**src/rtl/hazard_ctrl_pkg.sv**
```systemverilog
// hazard_ctrl_pkg: shared widths, forward-select codes and the forward priority helper
package hazard_ctrl_pkg;
  localparam int REG_W = 5;
  localparam logic [1:0] FWD_RF = 2'd0;
  localparam logic [1:0] FWD_WB = 2'd1;
  localparam logic [1:0] FWD_MEM = 2'd2;
  function automatic logic [1:0] fwd_sel(
    input logic [REG_W-1:0] src,
    input logic [REG_W-1:0] wr_m,
    input logic             rw_m,
    input logic [REG_W-1:0] wr_w,
    input logic             rw_w
  );
    return (src != '0 && rw_m && src == wr_m) ? FWD_MEM :
           (src != '0 && rw_w && src == wr_w) ? FWD_WB : FWD_RF;
  endfunction
endpackage

```
**src/rtl/hazard_ctrl_if.sv**
```systemverilog
// hazard_ctrl_if: decode-stage hazard inputs and the forward/stall controls
interface hazard_ctrl_if;
  import hazard_ctrl_pkg::*;
  logic [REG_W-1:0] RsD, RtD, WriteRegD;
  logic             RegWriteD, MemtoRegD, BranchD, MdStartD, MdUseD;
  logic [1:0]       ForwardAE, ForwardBE;
  logic             ForwardAD, ForwardBD, StallF, StallD, FlushE, MdBusy;
  modport master (
    output RsD, RtD, WriteRegD, RegWriteD, MemtoRegD, BranchD, MdStartD, MdUseD,
    input  ForwardAE, ForwardBE, ForwardAD, ForwardBD, StallF, StallD, FlushE, MdBusy
  );
  modport slave (
    input  RsD, RtD, WriteRegD, RegWriteD, MemtoRegD, BranchD, MdStartD, MdUseD,
    output ForwardAE, ForwardBE, ForwardAD, ForwardBD, StallF, StallD, FlushE, MdBusy
  );
endinterface

```
**src/rtl/hazard_ctrl_md_busy_counter.sv**
```systemverilog
// md_busy_counter: loadable down-counter tracking how long HI/LO stays occupied
module md_busy_counter #(
  parameter int MD_LATENCY = 32
) (
  input  logic clk,
  input  logic rst,
  input  logic i_load,
  output logic o_busy
);
  localparam int CW = $clog2(MD_LATENCY + 1);
  logic [CW-1:0] r_cnt;
  always_ff @(posedge clk) begin
    if (rst) r_cnt <= '0;
    else if (i_load) r_cnt <= CW'(MD_LATENCY);
    else if (r_cnt != '0) r_cnt <= r_cnt - 1'b1;
  end
  assign o_busy = r_cnt != '0;
endmodule

```
**src/rtl/hazard_ctrl.sv**
```systemverilog
// hazard_ctrl: forwarding selects, stall/flush and mul/div busy tracking for the 5-stage pipe
module hazard_ctrl
  import hazard_ctrl_pkg::*;
#(
  parameter int MD_LATENCY = 32
) (
  input logic clk,
  input logic rst,
  hazard_ctrl_if.slave hz
);
  logic [REG_W-1:0] r_rs_e, r_rt_e, r_wr_e, r_wr_m, r_wr_w;
  logic r_rw_e, r_rw_m, r_rw_w, r_mtr_e, r_mtr_m;
  logic w_lwstall, w_brstall, w_stall, w_busy, w_e_hit, w_m_hit;
  // a flushed E slot is a bubble: all-zero fields never match or write
  always_ff @(posedge clk) begin
    r_rs_e  <= (rst || w_stall) ? '0 : hz.RsD;
    r_rt_e  <= (rst || w_stall) ? '0 : hz.RtD;
    r_wr_e  <= (rst || w_stall) ? '0 : hz.WriteRegD;
    r_rw_e  <= !(rst || w_stall) && hz.RegWriteD;
    r_mtr_e <= !(rst || w_stall) && hz.MemtoRegD;
    r_wr_m  <= rst ? '0 : r_wr_e;
    r_rw_m  <= !rst && r_rw_e;
    r_mtr_m <= !rst && r_mtr_e;
    r_wr_w  <= rst ? '0 : r_wr_m;
    r_rw_w  <= !rst && r_rw_m;
  end
  assign w_e_hit   = r_wr_e != '0 && (r_wr_e == hz.RsD || r_wr_e == hz.RtD);
  assign w_m_hit   = r_wr_m != '0 && (r_wr_m == hz.RsD || r_wr_m == hz.RtD);
  assign w_lwstall = r_mtr_e && w_e_hit;
  assign w_brstall = hz.BranchD && ((r_rw_e && w_e_hit) || (r_mtr_m && w_m_hit));
  assign w_stall   = w_lwstall || w_brstall || (hz.MdUseD && w_busy);
  md_busy_counter #(.MD_LATENCY(MD_LATENCY)) u_md (
    .clk    (clk),
    .rst    (rst),
    .i_load (hz.MdStartD && !w_stall && !w_busy),
    .o_busy (w_busy)
  );
  assign hz.ForwardAE = fwd_sel(r_rs_e, r_wr_m, r_rw_m, r_wr_w, r_rw_w);
  assign hz.ForwardBE = fwd_sel(r_rt_e, r_wr_m, r_rw_m, r_wr_w, r_rw_w);
  assign hz.ForwardAD = hz.RsD != '0 && r_rw_m && hz.RsD == r_wr_m;
  assign hz.ForwardBD = hz.RtD != '0 && r_rw_m && hz.RtD == r_wr_m;
  assign hz.StallF    = w_stall;
  assign hz.StallD    = w_stall;
  assign hz.FlushE    = w_stall;
  assign hz.MdBusy    = w_busy;
endmodule

```
**src/flat_wrapper.sv**
```systemverilog
// flat-port wrapper written by rule: the top's interface ports become plain ports
module hazard_ctrl_flat import hazard_ctrl_pkg::*;
#(
  parameter int MD_LATENCY = 32
)
  (clk, rst, hz_RsD, hz_RtD, hz_WriteRegD, hz_RegWriteD, hz_MemtoRegD, hz_BranchD, hz_MdStartD, hz_MdUseD, hz_ForwardAE, hz_ForwardBE, hz_ForwardAD, hz_ForwardBD, hz_StallF, hz_StallD, hz_FlushE, hz_MdBusy);
  hazard_ctrl_if hz_i ();
  input logic clk;
  input logic rst;
  input wire logic [$bits(hz_i.RsD)-1:0] hz_RsD;
  input wire logic [$bits(hz_i.RtD)-1:0] hz_RtD;
  input wire logic [$bits(hz_i.WriteRegD)-1:0] hz_WriteRegD;
  input wire logic [$bits(hz_i.RegWriteD)-1:0] hz_RegWriteD;
  input wire logic [$bits(hz_i.MemtoRegD)-1:0] hz_MemtoRegD;
  input wire logic [$bits(hz_i.BranchD)-1:0] hz_BranchD;
  input wire logic [$bits(hz_i.MdStartD)-1:0] hz_MdStartD;
  input wire logic [$bits(hz_i.MdUseD)-1:0] hz_MdUseD;
  output wire logic [$bits(hz_i.ForwardAE)-1:0] hz_ForwardAE;
  output wire logic [$bits(hz_i.ForwardBE)-1:0] hz_ForwardBE;
  output wire logic [$bits(hz_i.ForwardAD)-1:0] hz_ForwardAD;
  output wire logic [$bits(hz_i.ForwardBD)-1:0] hz_ForwardBD;
  output wire logic [$bits(hz_i.StallF)-1:0] hz_StallF;
  output wire logic [$bits(hz_i.StallD)-1:0] hz_StallD;
  output wire logic [$bits(hz_i.FlushE)-1:0] hz_FlushE;
  output wire logic [$bits(hz_i.MdBusy)-1:0] hz_MdBusy;
  assign hz_i.RsD = hz_RsD;
  assign hz_i.RtD = hz_RtD;
  assign hz_i.WriteRegD = hz_WriteRegD;
  assign hz_i.RegWriteD = hz_RegWriteD;
  assign hz_i.MemtoRegD = hz_MemtoRegD;
  assign hz_i.BranchD = hz_BranchD;
  assign hz_i.MdStartD = hz_MdStartD;
  assign hz_i.MdUseD = hz_MdUseD;
  assign hz_ForwardAE = hz_i.ForwardAE;
  assign hz_ForwardBE = hz_i.ForwardBE;
  assign hz_ForwardAD = hz_i.ForwardAD;
  assign hz_ForwardBD = hz_i.ForwardBD;
  assign hz_StallF = hz_i.StallF;
  assign hz_StallD = hz_i.StallD;
  assign hz_FlushE = hz_i.FlushE;
  assign hz_MdBusy = hz_i.MdBusy;
  hazard_ctrl #(.MD_LATENCY(MD_LATENCY)) u_core (.clk(clk), .rst(rst), .hz(hz_i));
endmodule
```
**config.mk**
```make
export PLATFORM = sky130hd
export DESIGN_NAME = hazard_ctrl_flat
export DESIGN_NICKNAME = d
export VERILOG_FILES = /design/src/rtl/hazard_ctrl_pkg.sv /design/src/rtl/hazard_ctrl_if.sv /design/src/rtl/hazard_ctrl_md_busy_counter.sv /design/src/rtl/hazard_ctrl.sv /design/src/flat_wrapper.sv
export SDC_FILE = /design/constraint.sdc
export NUM_CORES = 1
export LEC_CHECK = 0
export CORE_MARGIN = 2
export CORE_UTILIZATION = 50
export CTS_CLUSTER_SIZE = 28
export DETAILED_ROUTE_END_ITERATION = 16
export DONT_BUFFER_PORTS = 1
export PLACE_DENSITY_LB_ADDON = 0.25
export SLEW_MARGIN = 20
export SYNTH_ARGS = -nofsm -noshare
export SYNTH_HDL_FRONTEND = slang
export SYNTH_HIERARCHICAL = 1
export SYNTH_SLANG_ARGS = --single-unit
```
**constraint.sdc**
```tcl
create_clock -name clk -period 6.3 [get_ports clk]
set_input_delay 0.315 -clock clk [delete_from_list [all_inputs] [get_ports clk]]
set_output_delay 0.315 -clock clk [all_outputs]
set_load 0.1 [all_outputs]
```
==> results.cfg <==
[synthesis]
synthesis.area_sq_um = 1940
seq_area_frac_synth_pct = 37.1
muxShareOfSynthArea_pct = 0
synthesis.nets = 225
synthAdderAreaFrac_pct = 1.29
synth-xor-area-share_pct = 19.4
synth_top_family_by_area = simple AND/OR/NAND/NOR gates
yosys_warnings = 6
synth-simple-area-share_pct = 32.8
synth.avg_cell_area_sq_um = 9.67
synthCells = 201
synth_compound_area_share_pct = 4.83
ys_types = 34
ys_seq_elements = 36

[cts]
cts_sinks = 36
htreeDepth = 2
clkLatencyLatePin_ns = 0.29
clkTransAtPathRegs_ns = 0.07
clk_path_buf_depth = 2
cts-resized-gates = 0
post-cts-setup-buffer-count = 0
cts_buffers = 5
cts_tree = built
holdBufCountCts = 0
cts-root-buf = clkbuf_8

[drt]
dr.pass1.iters = 4
finalWirelength_microns = 4220
drcViolationCount = 0
via_per_inst = 5.75
ant_nets = 0
wl_per_cell_microns = 17.0
dr.first_iter.drc_count = 67
vias = 1425

[worst_setup_path]
worst-path-buf-inv = 2
r2r_start = u_core/r_wr_m[3]$_SDFF_PP0_
worstPathMaxFanout = 18
path_cells = inv_1, ha_1, or2b_4, nor2_8, inv_2, nand2_1, or3b_4
rrSetupSlack_ns = 3.73
cpLargestDelayFamily = simple AND/OR/NAND/NOR gates
crit_slowest_cell = or3b_4
path_class = flop to output port
worstSetupStartpointType = flop
r2r_cells = 6
reg2reg_to = u_core/u_md/r_cnt[3]$_SDFFE_PP0P_
arrival_ns = 3.19
endpoint_kind = output port
max_stage_delay_ns = 1.03
required_ns = 5.98

[floorplanning]
start_util_pct = 52.7
die_y_microns = 66.4
dieArea_sq_um = 4400
core_sq_um = 3690
fp-row-count = 22
top_level_ports = 32
die_x_microns = 66.4

[sta]
period_share_pct = 55.7
slew_headroom_pct = 28.5
fin_crit_ns = 3.51
max_freq_mhz = 285
slew_viol_final = 0
final.setup.tns_ns = 0
worstMarginPinSlew_ns = 1.07
finalHoldViolCount = 0
rsz0062_at_grt = no
fin_skew_ns = 0.00902
setup_viol = 0

[layout]
fillers = 323
area_growth_pct = 12.4
drive_gt1_share_pct = 19.5
finalNetCount = 223
mostFrequentLayoutCells = dfxtp_1, xnor2_1, nand3b_1
final_cells = 248
mostFrequentLayoutCell = dfxtp_1
diodes = 0

[pwr]
p_leak_nw = 0.803
seqPwrFrac_pct = 36.2
pwr-share-clk_pct = 23.4
share_comb_of_total_power_pct = 40.4
p_sw_w = 0.000352
p_per_area_nw_per_um2 = 393
sw_frac_of_total_pct = 41.0
p_int_w = 0.000506
total_power_w = 0.000858
peakVddDrop_v = 0.000465

[hold_path]
min_path_type = primary input to flop
hold_end = u_core/u_md/r_cnt[1]$_SDFFE_PP0P_
hp-start = rst
holdPathStages = 1

[grt]
grt_max_degree = 37
grt.total_usage_pct = 20.9
antenna_found_initial = 0
grtUsageMet2_pct = 33.8
grt_pass1_vias = 1437
grt_overflow_total = 0
met1_usage_pct = 23.7
grt_pass1_wl_microns = 6740
grt_use_met3_pct = 6.47
grt.busiest_layer = met2

[placed_design]
dp.cells = 240
routabilityCongestion = 0.863
io_buffers = 0
place.detailed.hpwl_microns = 3200

[run]
max-cap-violations = 0

[outcome]
status = completed
-- kinds of logic (layout without fill, tap and decap cells) --
logic type,count (synthesis),count (layout)
AND/OR/NAND/NOR,93,93
XOR/XNOR,43,43
flip-flops,36,36
buffers and inverters,16,15
AO/OA/AOI/OAI,11,11
adder cells (fa/ha/maj),2,2
-- registers in the layout, summed over array words and instances, names as in the netlist --
signal / count
u_core/u_md/r_cnt: 6
u_core/r_rs_e: 5
u_core/r_rt_e: 5
u_core/r_wr_e: 5
u_core/r_wr_m: 5
u_core/r_wr_w: 5
u_core/r_mtr_e: 1
u_core/r_mtr_m: 1
u_core/r_rw_e: 1
u_core/r_rw_m: 1
u_core/r_rw_w: 1
-- how the worst max path moves through the flow --
stage | cells past startpoint | endpoint | slack [ns] | startpoint
global placement | 7 | hz_FlushE | 3.24 | u_core/u_md/r_cnt[0]$_SDFFE_PP0P_
finish | 7 | hz_FlushE | 2.79 | u_core/u_md/r_cnt[0]$_SDFFE_PP0P_
CTS | 7 | hz_FlushE | 2.80 | u_core/u_md/r_cnt[0]$_SDFFE_PP0P_
floorplan | 5 | hz_ForwardBE[0] | 0.34 | u_core/r_wr_m[4]$_SDFF_PP0_
global route | 7 | hz_StallF | 2.63 | u_core/u_md/r_cnt[0]$_SDFFE_PP0P_
detailed placement | 7 | hz_FlushE | 3.13 | u_core/u_md/r_cnt[0]$_SDFFE_PP0P_
-- power groups by stage --
stage	clock (W)	combinational, W	sequential [W]
after global routing	0.000214	0.000371	0.000316
after detailed placement	0	0.000343	0.000315
final	0.000201	0.000347	0.000310
after global placement	0	0.000328	0.000312
after floorplan	0	0.000313	0.000299
after CTS	0.000205	0.000345	0.000310
-- stage by stage --
step | setup WS, ns | instance area [sq um] | hold slack (ns) | utilization, %
detailed placement | 3.13 | 2070 | 0.391 | 56.1
CTS | 2.80 | 2180 | 0.0734 | 59.1
finish | 2.79 | 2190 | 0.0880 | 59.3
global placement | 3.24 | 2070 | 0.388 | 56.1
global route | 2.63 | 2190 | 0.0715 | 59.3
floorplan | 0.345 | 1940 | 0.384 | -
-- worst reg2reg max path: cells and delay by family (launching register included) --
| kind | cells | cell delay [ns] |
|---|---|---|
| AOI/OAI and AO/OA | 1 | 0.84 |
| xor gates and xnor gates | 1 | 0.12 |
| DFF | 1 | 0.50 |
| and+or+nand+nor | 4 | 1.00 |
-- layout make-up --
class | count | area (sq um) | share of cell area [%]
tap | 48 | 60.1 | 2.75
clock buffer | 5 | 68.8 | 3.15
sequential | 36 | 721 | 33.0
inverter | 3 | 11.3 | 0.515
multi-input combinational | 149 | 1170 | 53.6
clock inverter | 3 | 42.5 | 1.95
timing repair buffer | 4 | 110 | 5.04
-- layer usage --
metal / vias up / part of all wire (%)
met5: - / 0
met3: 15 / 6.0
met2: 49 / 50
met4: 0 / 3.2
li1: 693 / -
met1: 668 / 40
-- synth_stat cells, drive strengths merged --
| master | count | share of area (%) |
|---|---|---|
| or3b | 1 | 0.45 |
| buf | 8 | 3.1 |
| nand4 | 4 | 1.3 |
| nand2 | 3 | 0.58 |
| ha | 2 | 1.3 |
| a2111oi | 1 | 0.77 |
| nor3b | 1 | 0.39 |
| dfxtp | 36 | 37 |
| a21oi | 5 | 1.5 |
| nor2 | 6 | 2.0 |
| nor2b | 14 | 4.5 |
| a211oi | 1 | 1.0 |
| or3 | 1 | 0.58 |
| o21ai | 2 | 0.51 |
| o31ai | 1 | 0.39 |
| xor2 | 16 | 7.2 |
| clkbuf | 5 | 0.97 |
| o211ai | 1 | 0.64 |
| nand3 | 4 | 1.0 |
| or4 | 6 | 2.5 |
| inv | 3 | 0.58 |
| nor4 | 9 | 2.9 |
| nor3 | 25 | 9.0 |
| nand3b | 17 | 6.6 |
| xnor2 | 27 | 12 |
| or2b | 1 | 0.58 |
| nor4b | 1 | 0.45 |
No activity file was read; power rests on OpenSTA's default activity.
